### src/rtl/noc_packetizer.sv
// Purpose : NoC injection stage. Frames a payload stream into head/body/tail flits,
//           carries dest in every flit, picks a VC per packet round-robin, and tracks
//           per-VC downstream credits so no flit leaves without buffer space.
// Latency : 1 cycle, accepted beat -> registered o_flit. Idle cycles drive o_flit = 0.
// Backpres: i_ready = credit available (IDLE: any VC, BODY: the locked VC); never depends
//           on i_valid.
//
// Ports:
//   clk, reset              clock, synchronous active-high reset
//   i_valid/i_ready         payload handshake
//   i_data [PW-1:0]         payload, lands in flit [PW-1:0]
//   i_dest [AW-1:0]         destination node, sampled on the head beat only
//   i_last                  last beat of the packet
//   i_credit [NUM_VC-1:0]   one credit returned per set bit
//   o_flit [WIDTH-1:0]      {valid, head, tail, vc, dest, payload}
//   o_credit_err            sticky, credit returned to a VC already full
// Optional (macro NOC_PACKETIZER_STATS_EN):
//   o_pkt_count [31:0]      tail flits sent, wraps
//   o_flit_count [31:0]     flits sent, wraps

module noc_packetizer #(
  parameter int WIDTH    = 128,
  parameter int N        = 16,
  parameter int NUM_VC   = 2,
  parameter int VC_DEPTH = 16,
  localparam int AW      = $clog2(N),
  localparam int VCW     = $clog2(NUM_VC),
  localparam int PW      = WIDTH - 3 - VCW - AW,
  localparam int CW      = $clog2(VC_DEPTH + 1)
) (
  input  logic              clk,
  input  logic              reset,
  input  logic              i_valid,
  output logic              i_ready,
  input  logic [PW-1:0]     i_data,
  input  logic [AW-1:0]     i_dest,
  input  logic              i_last,
  input  logic [NUM_VC-1:0] i_credit,
  output logic [WIDTH-1:0]  o_flit,
  output logic              o_credit_err
`ifdef NOC_PACKETIZER_STATS_EN
  ,
  output logic [31:0]       o_pkt_count,
  output logic [31:0]       o_flit_count
`endif
);

  typedef enum logic {S_IDLE, S_BODY} state_e;

  state_e             state_q, state_d;
  logic [VCW-1:0]     vc_q, vc_d;        // VC locked for the packet in flight
  logic [AW-1:0]      dest_q, dest_d;    // dest latched from the head beat
  logic [VCW-1:0]     rr_q, rr_d;        // last VC used for a head flit
  logic [CW-1:0]      cnt_q [NUM_VC];
  logic [CW-1:0]      cnt_d [NUM_VC];
  logic               err_q, err_d;
  logic [WIDTH-1:0]   flit_q, flit_d;

  logic [NUM_VC-1:0]  has_cred;
  logic [VCW-1:0]     pick_vc;
  logic [VCW-1:0]     send_vc;
  logic [AW-1:0]      send_dest;
  logic               is_head;
  logic               accept;

  // Rotating index: (base + off) mod NUM_VC, valid for non power-of-two VC counts.
  function automatic logic [VCW-1:0] rr_idx(input logic [VCW-1:0] base, input int off);
    int s;
    s = (int'(base) + off) % NUM_VC;
    return VCW'(s);
  endfunction

  always_comb begin
    has_cred = '0;
    for (int v = 0; v < NUM_VC; v++) begin
      has_cred[v] = (cnt_q[v] != '0);
    end
  end

  // Round-robin pick starting after the last used VC. Scanning from the farthest
  // candidate back to the nearest lets the nearest eligible VC win.
  always_comb begin
    pick_vc = rr_q;
    for (int off = NUM_VC; off >= 1; off--) begin
      if (has_cred[rr_idx(rr_q, off)]) begin
        pick_vc = rr_idx(rr_q, off);
      end
    end
  end

  assign i_ready   = (state_q == S_IDLE) ? (|has_cred) : has_cred[vc_q];
  assign accept    = i_valid & i_ready;
  assign is_head   = (state_q == S_IDLE);
  assign send_vc   = is_head ? pick_vc : vc_q;
  assign send_dest = is_head ? i_dest  : dest_q;

  // Framing FSM and per-packet locks.
  always_comb begin
    state_d = state_q;
    vc_d    = vc_q;
    dest_d  = dest_q;
    rr_d    = rr_q;
    if (accept) begin
      case (state_q)
        S_IDLE: begin
          rr_d   = pick_vc;
          vc_d   = pick_vc;
          dest_d = i_dest;
          if (!i_last) begin
            state_d = S_BODY;
          end
        end
        S_BODY: begin
          if (i_last) begin
            state_d = S_IDLE;
          end
        end
        default: state_d = S_IDLE;
      endcase
    end
  end

  // Flit assembly; a cycle without an accepted beat emits an all-zero flit.
  always_comb begin
    flit_d = '0;
    if (accept) begin
      flit_d[WIDTH-1]             = 1'b1;
      flit_d[WIDTH-2]             = is_head;
      flit_d[WIDTH-3]             = i_last;
      flit_d[WIDTH-4 -: VCW]      = send_vc;
      flit_d[WIDTH-4-VCW -: AW]   = send_dest;
      flit_d[PW-1:0]              = i_data;
    end
  end

  // Credit accounting. A send and a return on the same VC cancel out; a lone return
  // to a full VC is a protocol error: the count saturates and the error latches.
  always_comb begin
    err_d = err_q;
    for (int v = 0; v < NUM_VC; v++) begin
      cnt_d[v] = cnt_q[v];
      if (accept && (send_vc == VCW'(v)) && !i_credit[v]) begin
        cnt_d[v] = cnt_q[v] - CW'(1);
      end else if (i_credit[v] && !(accept && (send_vc == VCW'(v)))) begin
        if (cnt_q[v] == CW'(VC_DEPTH)) begin
          err_d = 1'b1;
        end else begin
          cnt_d[v] = cnt_q[v] + CW'(1);
        end
      end
    end
  end

  always_ff @(posedge clk) begin
    if (reset) begin
      state_q <= S_IDLE;
      vc_q    <= '0;
      dest_q  <= '0;
      rr_q    <= VCW'(NUM_VC - 1);   // first head after reset lands on VC0
      err_q   <= 1'b0;
      flit_q  <= '0;
      for (int v = 0; v < NUM_VC; v++) begin
        cnt_q[v] <= CW'(VC_DEPTH);
      end
    end else begin
      state_q <= state_d;
      vc_q    <= vc_d;
      dest_q  <= dest_d;
      rr_q    <= rr_d;
      err_q   <= err_d;
      flit_q  <= flit_d;
      for (int v = 0; v < NUM_VC; v++) begin
        cnt_q[v] <= cnt_d[v];
      end
    end
  end

  assign o_flit       = flit_q;
  assign o_credit_err = err_q;

`ifdef NOC_PACKETIZER_STATS_EN
  logic [31:0] pkt_cnt_q;
  logic [31:0] flit_cnt_q;

  // Counted at accept so the totals move on the same edge the flit appears.
  always_ff @(posedge clk) begin
    if (reset) begin
      pkt_cnt_q  <= '0;
      flit_cnt_q <= '0;
    end else if (accept) begin
      flit_cnt_q <= flit_cnt_q + 32'd1;
      if (i_last) begin
        pkt_cnt_q <= pkt_cnt_q + 32'd1;
      end
    end
  end

  assign o_pkt_count  = pkt_cnt_q;
  assign o_flit_count = flit_cnt_q;
`endif

endmodule
### config.mk
export PLATFORM = sky130hd
export DESIGN_NAME = noc_packetizer
export DESIGN_NICKNAME = d
export VERILOG_FILES = /design/src/rtl/noc_packetizer.sv
export SDC_FILE = /design/constraint.sdc
export NUM_CORES = 1
export LEC_CHECK = 0
export CELL_PAD_IN_SITES_DETAIL_PLACEMENT = 1
export CELL_PAD_IN_SITES_GLOBAL_PLACEMENT = 2
export CORE_ASPECT_RATIO = 1.2
export CORE_UTILIZATION = 20
export CTS_CLUSTER_DIAMETER = 80
export CTS_CLUSTER_SIZE = 25
export DETAILED_ROUTE_END_ITERATION = 10
export GPL_TIMING_DRIVEN = 0
export PLACE_DENSITY = 0.79
export REMOVE_ABC_BUFFERS = 1
export SLEW_MARGIN = 20
export SYNTH_ARGS = -nofsm -noshare
export SYNTH_HDL_FRONTEND = slang
export SYNTH_SLANG_ARGS = --single-unit
### constraint.sdc
create_clock -name clk -period 2.9 [get_ports clk]
set_clock_uncertainty 0.2 [all_clocks]
set_input_delay 0.29 -clock clk [delete_from_list [all_inputs] [get_ports clk]]
set_output_delay 0.29 -clock clk [all_outputs]
set_load 0.03 [all_outputs]
== Yosys cells after proc, flatten, opt, wreduce, memory -nomap -nowiden ==
Memories as Yosys holds them, arrays and structs flattened.
Cells that the tools add are included.

* Shifts and indexed selects: 0
* Bitwise operators: 6
* Multiply operators: 0
* Magnitude comparators: 3
* Reduce and logical (&&, ||, !) cells: 15
* Eq/ne operators: 2
* $add $sub $neg: 6
* Mux-type cells: 30
* Divide/modulo/power cells: 0

{| class="wikitable"
|+ Operator list
! cell !! number
|-
| 128-bit two-way mux || 1
|-
| 5-bit two-way mux || 8
|-
| 1-bit two-way mux || 20
|-
| 5-bit by 1-bit adder with 5-bit output (second input constant) || 2
|-
| 5-bit equality test (second input constant) || 2
|-
| 5-bit nonzero test || 2
|-
| 5-bit by 1-bit subtractor with 5-bit output (second input constant) || 2
|-
| 1-bit logical AND || 6
|-
| 1-bit by 2-bit less-than comparator with 1-bit output (second input constant) || 3
|-
| 1-bit zero test || 4
|-
| 4-bit two-way mux || 1
|-
| 2-bit OR reduction || 2
|-
| 1-bit NOT || 3
|-
| 1-bit adder (second input constant) || 2
|-
| 1-bit bitwise OR || 2
|-
| 2-bit AND reduction || 1
|-
| 1-bit bitwise AND || 1
|}

* Bits of input ports: 130
* Word-level logic and storage cells: 70
* Output and inout bits: 130
* ROM bits: 0
* Memories: 1
* Register bits: 136
* Latch bits: 0
* RAM bits: 10

{| class="wikitable"
|+ Memories
! name !! depth !! bits a word !! read ports !! clocked after memory_dff !! write ports !! RTL line !! source
|-
| cnt_q || 2 || 5 || 2 || 0 || 2 || 54 || <nowiki>logic [CW-1:0] cnt_q [NUM_VC];</nowiki>
|}

== Logic depth before layout (Yosys ltp) ==
* Depth after elaboration: 15
* Depth in mapped cells: 12
* Depth with buffers taken out: 11

== Least setup slack after synthesis ==
No wires, ideal clock.

* Path kind: flip-flop to flip-flop
* From: mem cnt_q[0][0] in the netlist's numbering
* To: mem cnt_q[0][9] in the netlist's numbering
* Setup time: 91 ps
* Data required time: 2609 ps
* Arrival: 2711 ps
* Setup slack: -102 ps
* Stages on the path, launching flop included: 12
* Path through: dfxtp_1 or4_1 nor3_1 o211ai_1 inv_1 ha_1 inv_1 fa_1 nor2b_1 o22a_1 o221ai_1 a311oi_1

{| class="wikitable"
|+ RTL lines
! item !! RTL line
|-
| start: declaration || 54
|}

==> flow_summary.yaml <==
floorplan:
  initial_core_util: 0.2049
  fp.dieH_um: 171.2
  pin_count: 260
  core-area_um2: 23280
  row_count: 61
  die-width_um: 143.0
  fp.dieArea_um2: 24480
sta:
  setup_viol: 1
  fin_hold_ws_ps: 183.3
  hold_viol_final: 0
  final_max_slew_viol_count: 0
  worst_pin_slew_ps: 656.7
  setup_slack_ps: -6.689
  final.min_clock_period_ps: 2907
  rsz0062_at_grt: "yes"
  period_share: 1.002
  slew_headroom: 0.5622
  clock.fmax_ghz: 0.3440
clocking:
  cts_tree: "yes"
  cts_buffer_depth: 2
  cts_made_buffers: 17
  ctsRootBufferMaster: "clkbuf_16"
  hold_buffers: 0
  cts_num_sinks: 146
  ctsHtreeMaxLevel: 4
  insertion_delay_ps: 420
  clk_pin_slew_ps: 60
synthesis:
  yosysMostFrequentCell: "dfxtp_1"
  synth_warnings: 0
  synth_async_sr_flop_share: 0
  synthXorXnorAreaFrac: 0.01101
  yosys.area_share.adder: 0.03462
  synth-simple-area-share: 0.2287
  syn_area_per_cell_um2: 11.52
  synth_common_cells: "146 x dfxtp_1, 121 x and2_1, 12 x nor2_1, 10 x ha_1, 10 x inv_1"
  ys_seq_area_frac: 0.6126
  synth-edff-count: 0
  synth_top_cell_by_area: "dfxtp_1"
  syn_area_um2: 4771
  synth.distinct_cells: 42
  ys_top_cells_by_area: "dfxtp_1 61%, and2_1 16%, ha_1 2.6%, buf_6 2.1%, mux2i_1 1.7%"
  synth_top_family_by_area: "simple AND/OR/NAND/NOR gates"
  synth_top_area_frac: 0.6126
  netlist_instances: 414
  ys_seq_elements: 146
  synth_ff_type: "dfxtp_1"
  synth_compound_area_frac: 0.05901
  synth_mux_area_frac: 0.01678
cells_and_area:
  diodes: 0
  area_delta_synth_final_pct: 78.76
  drive_gt1_frac: 0.1152
  seq_area_um2: 2930
  multi_input_area_um2: 1784
  fin_nets: 835
  fillers: 2558
critical_path:
  worstSetupStartpointType: "flip-flop"
  reg2reg_depth: 12
  cp_max_fo: 8
  critPathRequiredTime_ps: 3030
  cp_data_arrival_time_ps: 3030
  end_kind: "flip-flop"
  critPathKind: "flip-flop to flip-flop"
placed_design:
  portBuffers: 259
  globalplace.congestion: 0.6761
  post-place-ws_ps: -555.9
  dp_hpwl_um: 10870
routing:
  routedWlPerCell_um: 14.23
  first_pass_iters: 4
  drc: 0
  route.vias.total: 3898
  routed_wl_um: 14480
  postRouteAntennaNets: 0
  routed_via_density: 3.829
  first_iter_violations: 40
power_and_ir_drop:
  clkPwrFrac: 0.369
  leakagePower_nw: 3.344
  p_switching_mw: 1.703
  seq_power_share: 0.389
  comb_power_share: 0.243
  swShare: 0.2859
  internal-power_mw: 4.255
  total_power_mw: 5.959
  power_density_nw_per_um2: 698.7
  vdd_drop_max_mv: 0.4311
outcome:
  violations: "negative setup slack"
  status: "finished, violations left"
global_route:
  grt_pass1_wl_um: 22030
  antenna_found_initial: 0
  grt_max_degree: 36
  grt_usage: 0.1223
  grt_pass1_vias: 4102
  grt-ovfl-total: 0
min_path:
  whs_path_depth: 2
  hp-class: "primary input to flip-flop"
job:
  cap_violations: 0
-- registers in the layout, summed over array words and instances (netlist names) --
signal	flops
rr_q	1
vc_q	1
o_credit_err	1
state_q	1
dest_q	4
cnt_q	10
o_flit	128
-- power groups by stage --
stage / sequential [mW] / combinational, mW / clock [mW]
6_report: 2.32 / 1.45 / 2.20
5_1_grt: 2.34 / 1.58 / 2.38
4_1_cts: 2.31 / 1.41 / 2.28
3_5_place_dp: 2.33 / 1.28 / 0
3_3_place_gp: 2.32 / 1.24 / 0
2_1_floorplan: 2.51 / 0.520 / 0
-- worst max-delay path: stages (launching register included) --
cell,delay [ps]
dfxtp_2,340
or4_4,570
nor2_2,130
o2111ai_2,150
inv_2,100
ha_4,170
inv_1,60
fa_2,370
nor2b_4,140
o22a_1,160
buf_4,120
nor4_1,40
a311oi_1,260
-- cell usage in the layout (no fill, tap or decap), drive strengths merged, types with 5 or more instances in the layout --
cell / n
clkdlybuf4s50: 258
dfxtp: 146
and2: 121
clkbuf: 21
buf: 21
nor2: 12
inv: 10
ha: 10
nand2: 9
nor2b: 9
nor4: 9
mux2i: 8
a21oi: 8
or2: 5
-- layer usage --
| layer | global-route usage | vias up | part of all wire |
|---|---|---|---|
| met5 | 0 | - | 0 |
| met3 | 0.07043 | 21 | 0.11 |
| li1 | - | 1905 | - |
| met2 | 0.2081 | 163 | 0.51 |
| met4 | 0.05423 | 0 | 0.021 |
| met1 | 0.1198 | 1809 | 0.36 |
-- kinds of logic (layout without fill, tap and decap cells) --
| group | after synthesis | count (layout) |
|---|---|---|
| AOI/OAI and AO/OA | 33 | 33 |
| xor gates and xnor gates | 6 | 6 |
| buffers and inverters | 29 | 318 |
| adders and majority gates | 12 | 12 |
| and+or+nand+nor | 180 | 180 |
| DFF | 146 | 146 |
| muxes | 8 | 8 |
-- layout make-up --
class                   instances  share of cell area
flip-flops and latches        146              0.3436
clock inverters                 8             0.01232
repair buffers                279              0.3279
inverters                      10            0.004401
well taps                     315             0.04621
multi-input cells             239              0.2092
clock buffers                  21             0.05634
-- final timing paths --
| check | startpoint | endpoint | slack [ps] |
|---|---|---|---|
| max reg2reg | cnt_q[0][8] | cnt_q[0][4] | -7 |
| min reg2reg | dest_q[3] | dest_q[3] | 300 |
| min | reset | cnt_q[0][0] | 180 |
| max | cnt_q[0][8] | cnt_q[0][4] | -7 |
-- timing repair --
| action | in CTS | in global routing |
|---|---|---|
| resized for setup | 24 | 5 |
| setup buffers | 10 | 4 |
| pin swaps | 10 | 9 |
| endpoints found under the setup margin | 38 | 3 |
-- through the flow --
stage	cells	TNS, ps	util	area (um2)
3_5_place_dp	975	-3418	0.3315	7717
6_report	1018	-6.689	0.3664	8528
5_1_grt	1018	-413.5	0.3664	8528
4_1_cts	1014	-91.15	0.3640	8474
3_3_place_gp	969	-497860	0.3272	7617
2_1_floorplan	395	-105200	-	4631
Note: power is estimated with default switching activity, not from simulation.
